File: config.mk
export PLATFORM = sky130hd
export DESIGN_NAME = cordic_inputs_flat
export DESIGN_NICKNAME = d
export VERILOG_FILES = /design/src/rtl/cordic_inputs_if.sv /design/src/rtl/cordic_inputs.sv /design/src/flat_wrapper.sv
export SDC_FILE = /design/constraint.sdc
export NUM_CORES = 1
export LEC_CHECK = 0
export ABC_AREA = 1
export CAP_MARGIN = 25
export CORE_ASPECT_RATIO = 0.6
export CORE_MARGIN = 2
export CORE_UTILIZATION = 42
export DETAILED_ROUTE_END_ITERATION = 10
export GPL_TIMING_DRIVEN = 0
export PLACE_DENSITY = 0.58
export SETUP_SLACK_MARGIN = 0.2
export SLEW_MARGIN = 20
export SYNTH_ARGS = -nofsm -noshare
export SYNTH_HDL_FRONTEND = slang
export SYNTH_SLANG_ARGS = --single-unit
File: constraint.sdc
create_clock -name clk -period 7.1 [get_ports clk]
set_input_delay 1.065 -clock clk [delete_from_list [all_inputs] [get_ports clk]]
set_output_delay 1.065 -clock clk [all_outputs]
set_load 0.005 [all_outputs]
File: src/rtl/cordic_inputs_if.sv
`default_nettype none
// ------------------------------------------------------------------
// cordic_inputs_if : register-write bus between a host and cordic_inputs
// Rev 1.0
// ------------------------------------------------------------------
interface cordic_inputs_if;
  logic [31:0] bus_data_in;
  logic [1:0]  bus_addr;
  logic        bus_wr;
  logic        bus_ready;

  modport master (output bus_data_in, output bus_addr, output bus_wr, input bus_ready);
  modport slave  (input bus_data_in, input bus_addr, input bus_wr, output bus_ready);
endinterface
`default_nettype wire

File: src/rtl/cordic_inputs.sv
`default_nettype none
// ------------------------------------------------------------------
// cordic_inputs : operand staging, range-checked command queue and launch FSM for a CORDIC core
// Rev 1.0
// ------------------------------------------------------------------
module cordic_inputs #(
  parameter int QDEPTH  = 2,
  parameter int TIMEOUT = 64
) (
  input  logic               clk,
  input  logic               rst,
  cordic_inputs_if.slave     bus,
  output logic signed [31:0] core_x0,
  output logic signed [31:0] core_y0,
  output logic signed [31:0] core_z0,
  output logic               core_start,
  input  logic               core_done,
  output logic               busy,
  output logic [1:0]         err,
  output logic [15:0]        done_count
);
  localparam int AW = $clog2(QDEPTH);
  localparam int TW = $clog2(TIMEOUT + 1);
  localparam logic [AW:0]          c_QDEPTH = (AW+1)'(QDEPTH);
  localparam logic [TW-1:0]        c_TLAST  = TW'(TIMEOUT - 1);
  localparam logic signed [31:0]   c_ZMAX   = 32'sh3243F6A8;
  localparam logic signed [31:0]   c_ZMIN   = -32'sh3243F6A8;

  typedef enum logic [1:0] {
    S_IDLE   = 2'd0,
    S_LAUNCH = 2'd1,
    S_WAIT   = 2'd2
  } state_e;

  state_e             state_q;
  logic signed [31:0] sx_q, sy_q, sz_q;
  logic signed [31:0] qx_q [QDEPTH];
  logic signed [31:0] qy_q [QDEPTH];
  logic signed [31:0] qz_q [QDEPTH];
  logic [AW-1:0]      wr_ptr_q, rd_ptr_q;
  logic [AW:0]        count_q;
  logic [TW-1:0]      tmo_q;
  logic [1:0]         err_q, err_d;
  logic [15:0]        done_count_q;
  logic signed [31:0] x_q, y_q, z_q;
  logic               start_q;

  logic ready, wr_acc, ctrl_wr, go, clr, z_ok, push, pop, tmo_hit;

  assign ready   = (count_q < c_QDEPTH);
  assign wr_acc  = bus.bus_wr && ready;
  assign ctrl_wr = wr_acc && (bus.bus_addr == 2'd3);
  assign go      = ctrl_wr && bus.bus_data_in[0];
  assign clr     = ctrl_wr && bus.bus_data_in[1];
  assign z_ok    = (sz_q >= c_ZMIN) && (sz_q <= c_ZMAX);
  assign push    = go && z_ok;
  assign pop     = (state_q == S_IDLE) && (count_q != '0);
  assign tmo_hit = (state_q == S_WAIT) && !core_done && (tmo_q == c_TLAST);

  // Clear is applied before the go check so a rejected go in the same write stays flagged.
  always_comb begin
    err_d = err_q;
    if (clr)        err_d    = 2'b00;
    if (go && !z_ok) err_d[0] = 1'b1;
    if (tmo_hit)    err_d[1] = 1'b1;
  end

  always_ff @(posedge clk) begin
    if (rst) begin
      sx_q     <= '0;
      sy_q     <= '0;
      sz_q     <= '0;
      err_q    <= '0;
      wr_ptr_q <= '0;
      rd_ptr_q <= '0;
      count_q  <= '0;
    end else begin
      if (wr_acc) begin
        case (bus.bus_addr)
          2'd0:    sx_q <= bus.bus_data_in;
          2'd1:    sy_q <= bus.bus_data_in;
          2'd2:    sz_q <= bus.bus_data_in;
          default: ;
        endcase
      end
      err_q <= err_d;
      if (push) wr_ptr_q <= wr_ptr_q + AW'(1);
      if (pop)  rd_ptr_q <= rd_ptr_q + AW'(1);
      case ({push, pop})
        2'b10:   count_q <= count_q + (AW+1)'(1);
        2'b01:   count_q <= count_q - (AW+1)'(1);
        default: count_q <= count_q;
      endcase
    end
  end

  // Queue storage needs no reset: entries are only read while count_q is non-zero.
  always_ff @(posedge clk) begin
    if (push) begin
      qx_q[wr_ptr_q] <= sx_q;
      qy_q[wr_ptr_q] <= sy_q;
      qz_q[wr_ptr_q] <= sz_q;
    end
  end

  always_ff @(posedge clk) begin
    if (rst) begin
      state_q      <= S_IDLE;
      start_q      <= 1'b0;
      x_q          <= '0;
      y_q          <= '0;
      z_q          <= '0;
      tmo_q        <= '0;
      done_count_q <= '0;
    end else begin
      start_q <= 1'b0;
      case (state_q)
        S_IDLE: begin
          if (pop) begin
            x_q     <= qx_q[rd_ptr_q];
            y_q     <= qy_q[rd_ptr_q];
            z_q     <= qz_q[rd_ptr_q];
            state_q <= S_LAUNCH;
          end
        end
        S_LAUNCH: begin
          start_q <= 1'b1;
          tmo_q   <= '0;
          state_q <= S_WAIT;
        end
        S_WAIT: begin
          if (core_done) begin
            done_count_q <= done_count_q + 16'd1;
            state_q      <= S_IDLE;
          end else if (tmo_hit) begin
            state_q <= S_IDLE;
          end else begin
            tmo_q <= tmo_q + TW'(1);
          end
        end
        default: state_q <= S_IDLE;
      endcase
    end
  end

  assign bus.bus_ready = ready;
  assign core_x0       = x_q;
  assign core_y0       = y_q;
  assign core_z0       = z_q;
  assign core_start    = start_q;
  assign busy          = (state_q != S_IDLE) || (count_q != '0);
  assign err           = err_q;
  assign done_count    = done_count_q;
endmodule
`default_nettype wire

File: src/flat_wrapper.sv
// flat-port wrapper written by rule: the top's interface ports become plain ports
module cordic_inputs_flat 
#(
  parameter int QDEPTH  = 2,
  parameter int TIMEOUT = 64
)
  (clk, rst, core_x0, core_y0, core_z0, core_start, core_done, busy, err, done_count, bus_bus_data_in, bus_bus_addr, bus_bus_wr, bus_bus_ready);
  cordic_inputs_if bus_i ();
  input  logic clk;
  input  logic rst;
  output logic signed [31:0] core_x0;
  output logic signed [31:0] core_y0;
  output logic signed [31:0] core_z0;
  output logic core_start;
  input  logic core_done;
  output logic busy;
  output logic [1:0] err;
  output logic [15:0] done_count;
  input wire logic [$bits(bus_i.bus_data_in)-1:0] bus_bus_data_in;
  input wire logic [$bits(bus_i.bus_addr)-1:0] bus_bus_addr;
  input wire logic [$bits(bus_i.bus_wr)-1:0] bus_bus_wr;
  output wire logic [$bits(bus_i.bus_ready)-1:0] bus_bus_ready;
  assign bus_i.bus_data_in = bus_bus_data_in;
  assign bus_i.bus_addr = bus_bus_addr;
  assign bus_i.bus_wr = bus_bus_wr;
  assign bus_bus_ready = bus_i.bus_ready;
  cordic_inputs #(.QDEPTH(QDEPTH), .TIMEOUT(TIMEOUT)) u_core (.clk(clk), .rst(rst), .bus(bus_i), .core_x0(core_x0), .core_y0(core_y0), .core_z0(core_z0), .core_start(core_start), .core_done(core_done), .busy(busy), .err(err), .done_count(done_count));
endmodule
==> flow_summary.ini <==
[run_status]
status = finished, final reports clean

[sta]
grt_setup_unrepaired = false
slew_viol_final = 0
setup_viol = 0
max-slew-margin-rel = 0.557
fin_crit_sh = 0.442
min_period_ps = 3140
fin_skew_ps = 11.2
worst_slew_pin_slew_ps = 665
finalHoldViolations = 0
fmax_ghz = 0.319

[clock_network]
cts_made_buffers = 39
clk_pin_slew_ps = 70
cts_resized = 0
cts_tree = built
cts_setup_buffers = 0
htree_num_levels = 2
cts.sinks = 416
cts_hold_buf = 0
clock_latency_ps = 540
cts-root-buf = clkbuf_16
clk_path_buf_depth = 3

[floorplanning]
num_rows = 53
die_y_um = 150
dieArea_um2 = 37000
die_x_um = 247
ios = 155
core_um2 = 34900
start_util = 0.426

[finish]
diodes = 0
layout_commonest_cell = nand2_1
fill_cells = 3105
final_layout_size_suffix_gt1_frac = 0.0645
area_growth_pct = 24.0
fin_nets = 1685
final_cell_mix = nand2_1, dfxtp_1, nor2_1
layout.cells.non_filler = 2141
final_util = 0.528

[drt]
top_layer_used = met4
drtIter0Drc = 1166
dr.pass1.iters = 5
ant_nets = 0
met3_length_um = 3280
met2_wirelength_um = 16900
drt-met1-wl_um = 20400
viasPerCell = 5.22
drc = 0
totalWireLength_um = 41700
vias = 11200
wl_per_cell_um = 19.5

[power]
powerDensity_nw_per_um2 = 386
leakage_nw = 6.81
ir_drop_mv = 0.196

[yosys]
synth_area_um2 = 14900
synth.distinct_cells = 34
ys_warn_count = 0
synth.mux.area_fraction = 0
synth-compound-area-share = 0.123
yosys.area_share.simple = 0.147
syn_avg_cell_area_um2 = 10.3
synth_seq_cells = 416
synth_nets = 1485
ys_seq_area_frac = 0.689
synth_top_family_by_area = simple AND/OR/NAND/NOR gates
syn_inst = 1444
synth_xor_xnor_area_share = 0.00177
synthAdderAreaFrac = 0.00252

[global_route]
antenna_found_initial = 0
grt_usage = 0.228
grt_max_degree = 55
grt_overflow_total = 0
grt_pass1_vias = 10300
grt_pass1_wl_um = 62800

[min_path]
hold_path_depth = 0
hold_class = reg2reg
hold-path-endpoint = u_core.qx_q[0][10]
min-delay-start = u_core.sx_q[10]

[critical_path]
rr_endpoint = u_core.count_q[1]
reg2reg_from = u_core.state_q[1]
cp_max_fo = 22
reg2reg_depth = 11
path_class = in2reg
endpoint_kind = register
cp-start-kind = primary input
r2r_slack_ps = 4200
worst_ep_required_time_ps = 7340
cp_data_arrival_time_ps = 3380

[placement]
place_inst = 2070
port_buffers = 153
gp_congestion = 0.932
dp_hpwl_um = 29600

[flow_run]
maxCapViolCount = 0
[worst max-delay path by stage]
stage | from | end | slack [ps] | cells after the start
finish | bus_bus_addr[0] | u_core.qz_q[0][26] | 3960 | 7
global route | bus_bus_addr[0] | u_core.qz_q[0][30] | 3840 | 7
CTS | bus_bus_addr[0] | u_core.qx_q[0][31] | 3990 | 7
detailed placement | bus_bus_addr[0] | u_core.qy_q[0][12] | 3420 | 7
global placement | bus_bus_addr[0] | u_core.qx_q[0][5] | -2760 | 5
floorplan | bus_bus_wr | u_core.qx_q[0][0] | 920 | 4
[state kept, by name, summed over array words and instances (netlist names), 2 cells and up]
name,flops
u_core.core_y0,32
u_core.sz_q,32
u_core.done_count,16
u_core.qy_q,64
u_core.state_q,2
u_core.sy_q,32
u_core.err,2
u_core.qx_q,64
u_core.tmo_q,7
u_core.core_z0,32
u_core.sx_q,32
u_core.qz_q,64
u_core.count_q,2
u_core.core_x0,32
[kinds of logic after synthesis]
kind of cell | after synthesis
xor+xnor | 3
simple gates | 541
buf+inv | 140
compound gates | 341
fa+ha+maj | 3
flops | 416
[metrics by stage]
| stage | hold WS [ps] | power, mW | cell area [um^2] | setup TNS (ps) | setup WS (ps) |
|---|---|---|---|---|---|
| floorplan | 420 | 3.94 | 14900 | 0 | 922 |
| global placement | 436 | 5.01 | 17000 | -264290 | -2760 |
| detailed placement | 439 | 5.04 | 17200 | 0 | 3420 |
| CTS | 456 | 7.17 | 18500 | 0 | 3990 |
| global route | 466 | 7.49 | 18500 | 0 | 3840 |
| finish | 456 | 7.12 | 18500 | 0 | 3960 |
[layer usage]
layer	track usage	vias to the layer above
met4	0.0702	0
met3	0.0387	70
met1	0.356	5344
met5	0	-
li1	-	5362
met2	0.319	406
[critical path, stage by stage]
cell             delay (ps)
clkdlybuf4s50_1         590
inv_1                   110
nor4b_2                 460
nand3_1                 260
nor2_4                  430
buf_12                  260
buf_16                  190
[synthesized netlist by cell type]
cell type / instances / area share
nand4_1: 5 / 0.0021
nor2_1: 216 / 0.054
o21a_1: 1 / 0.00050
o21ai_0: 192 / 0.065
nor2_2: 2 / 0.00084
nand2_1: 273 / 0.069
and2_1: 1 / 0.00042
a21oi_1: 37 / 0.012
buf_2: 22 / 0.0074
o2111ai_1: 1 / 0.00059
edfxtp_1: 192 / 0.39
dfxtp_1: 224 / 0.30
nand3_1: 20 / 0.0067
ha_1: 3 / 0.0025
nor3b_2: 1 / 0.00084
xor2_1: 2 / 0.0012
nand2_2: 3 / 0.0013
nor3_1: 7 / 0.0024
nor3_4: 1 / 0.0011
or2_2: 1 / 0.00042
clkbuf_1: 60 / 0.015
nor3b_1: 3 / 0.0015
nor2_4: 3 / 0.0023
a31oi_1: 97 / 0.041
o21ai_1: 12 / 0.0040
a211oi_1: 1 / 0.00050
nor4b_2: 1 / 0.0010
nand3b_1: 1 / 0.00050
nor3_2: 2 / 0.0013
xnor2_1: 1 / 0.00059
inv_2: 7 / 0.0018
nand3_2: 1 / 0.00067
inv_1: 49 / 0.012
buf_1: 2 / 0.00050
[report_power, final]
| group | switching, mW | internal (mW) |
|---|---|---|
| sequential | 0.263 | 2.89 |
| combinational | 1.03 | 0.813 |
| clock | 0.894 | 1.24 |
| total | 2.18 | 4.94 |
[area by class of cell]
class	count	area (um^2)	share of cell area
Buffer	84	343	0.0186
Clock buffer	54	1100	0.0599
Clock inverter	17	181	0.00983
Inverter	56	215	0.0117
Multi-Input combinational cell	888	4090	0.222
Sequential cell	416	10200	0.555
Tap cell	467	584	0.0317
Timing Repair Buffer	159	1690	0.0915
No activity file was read; power rests on OpenSTA's default activity.
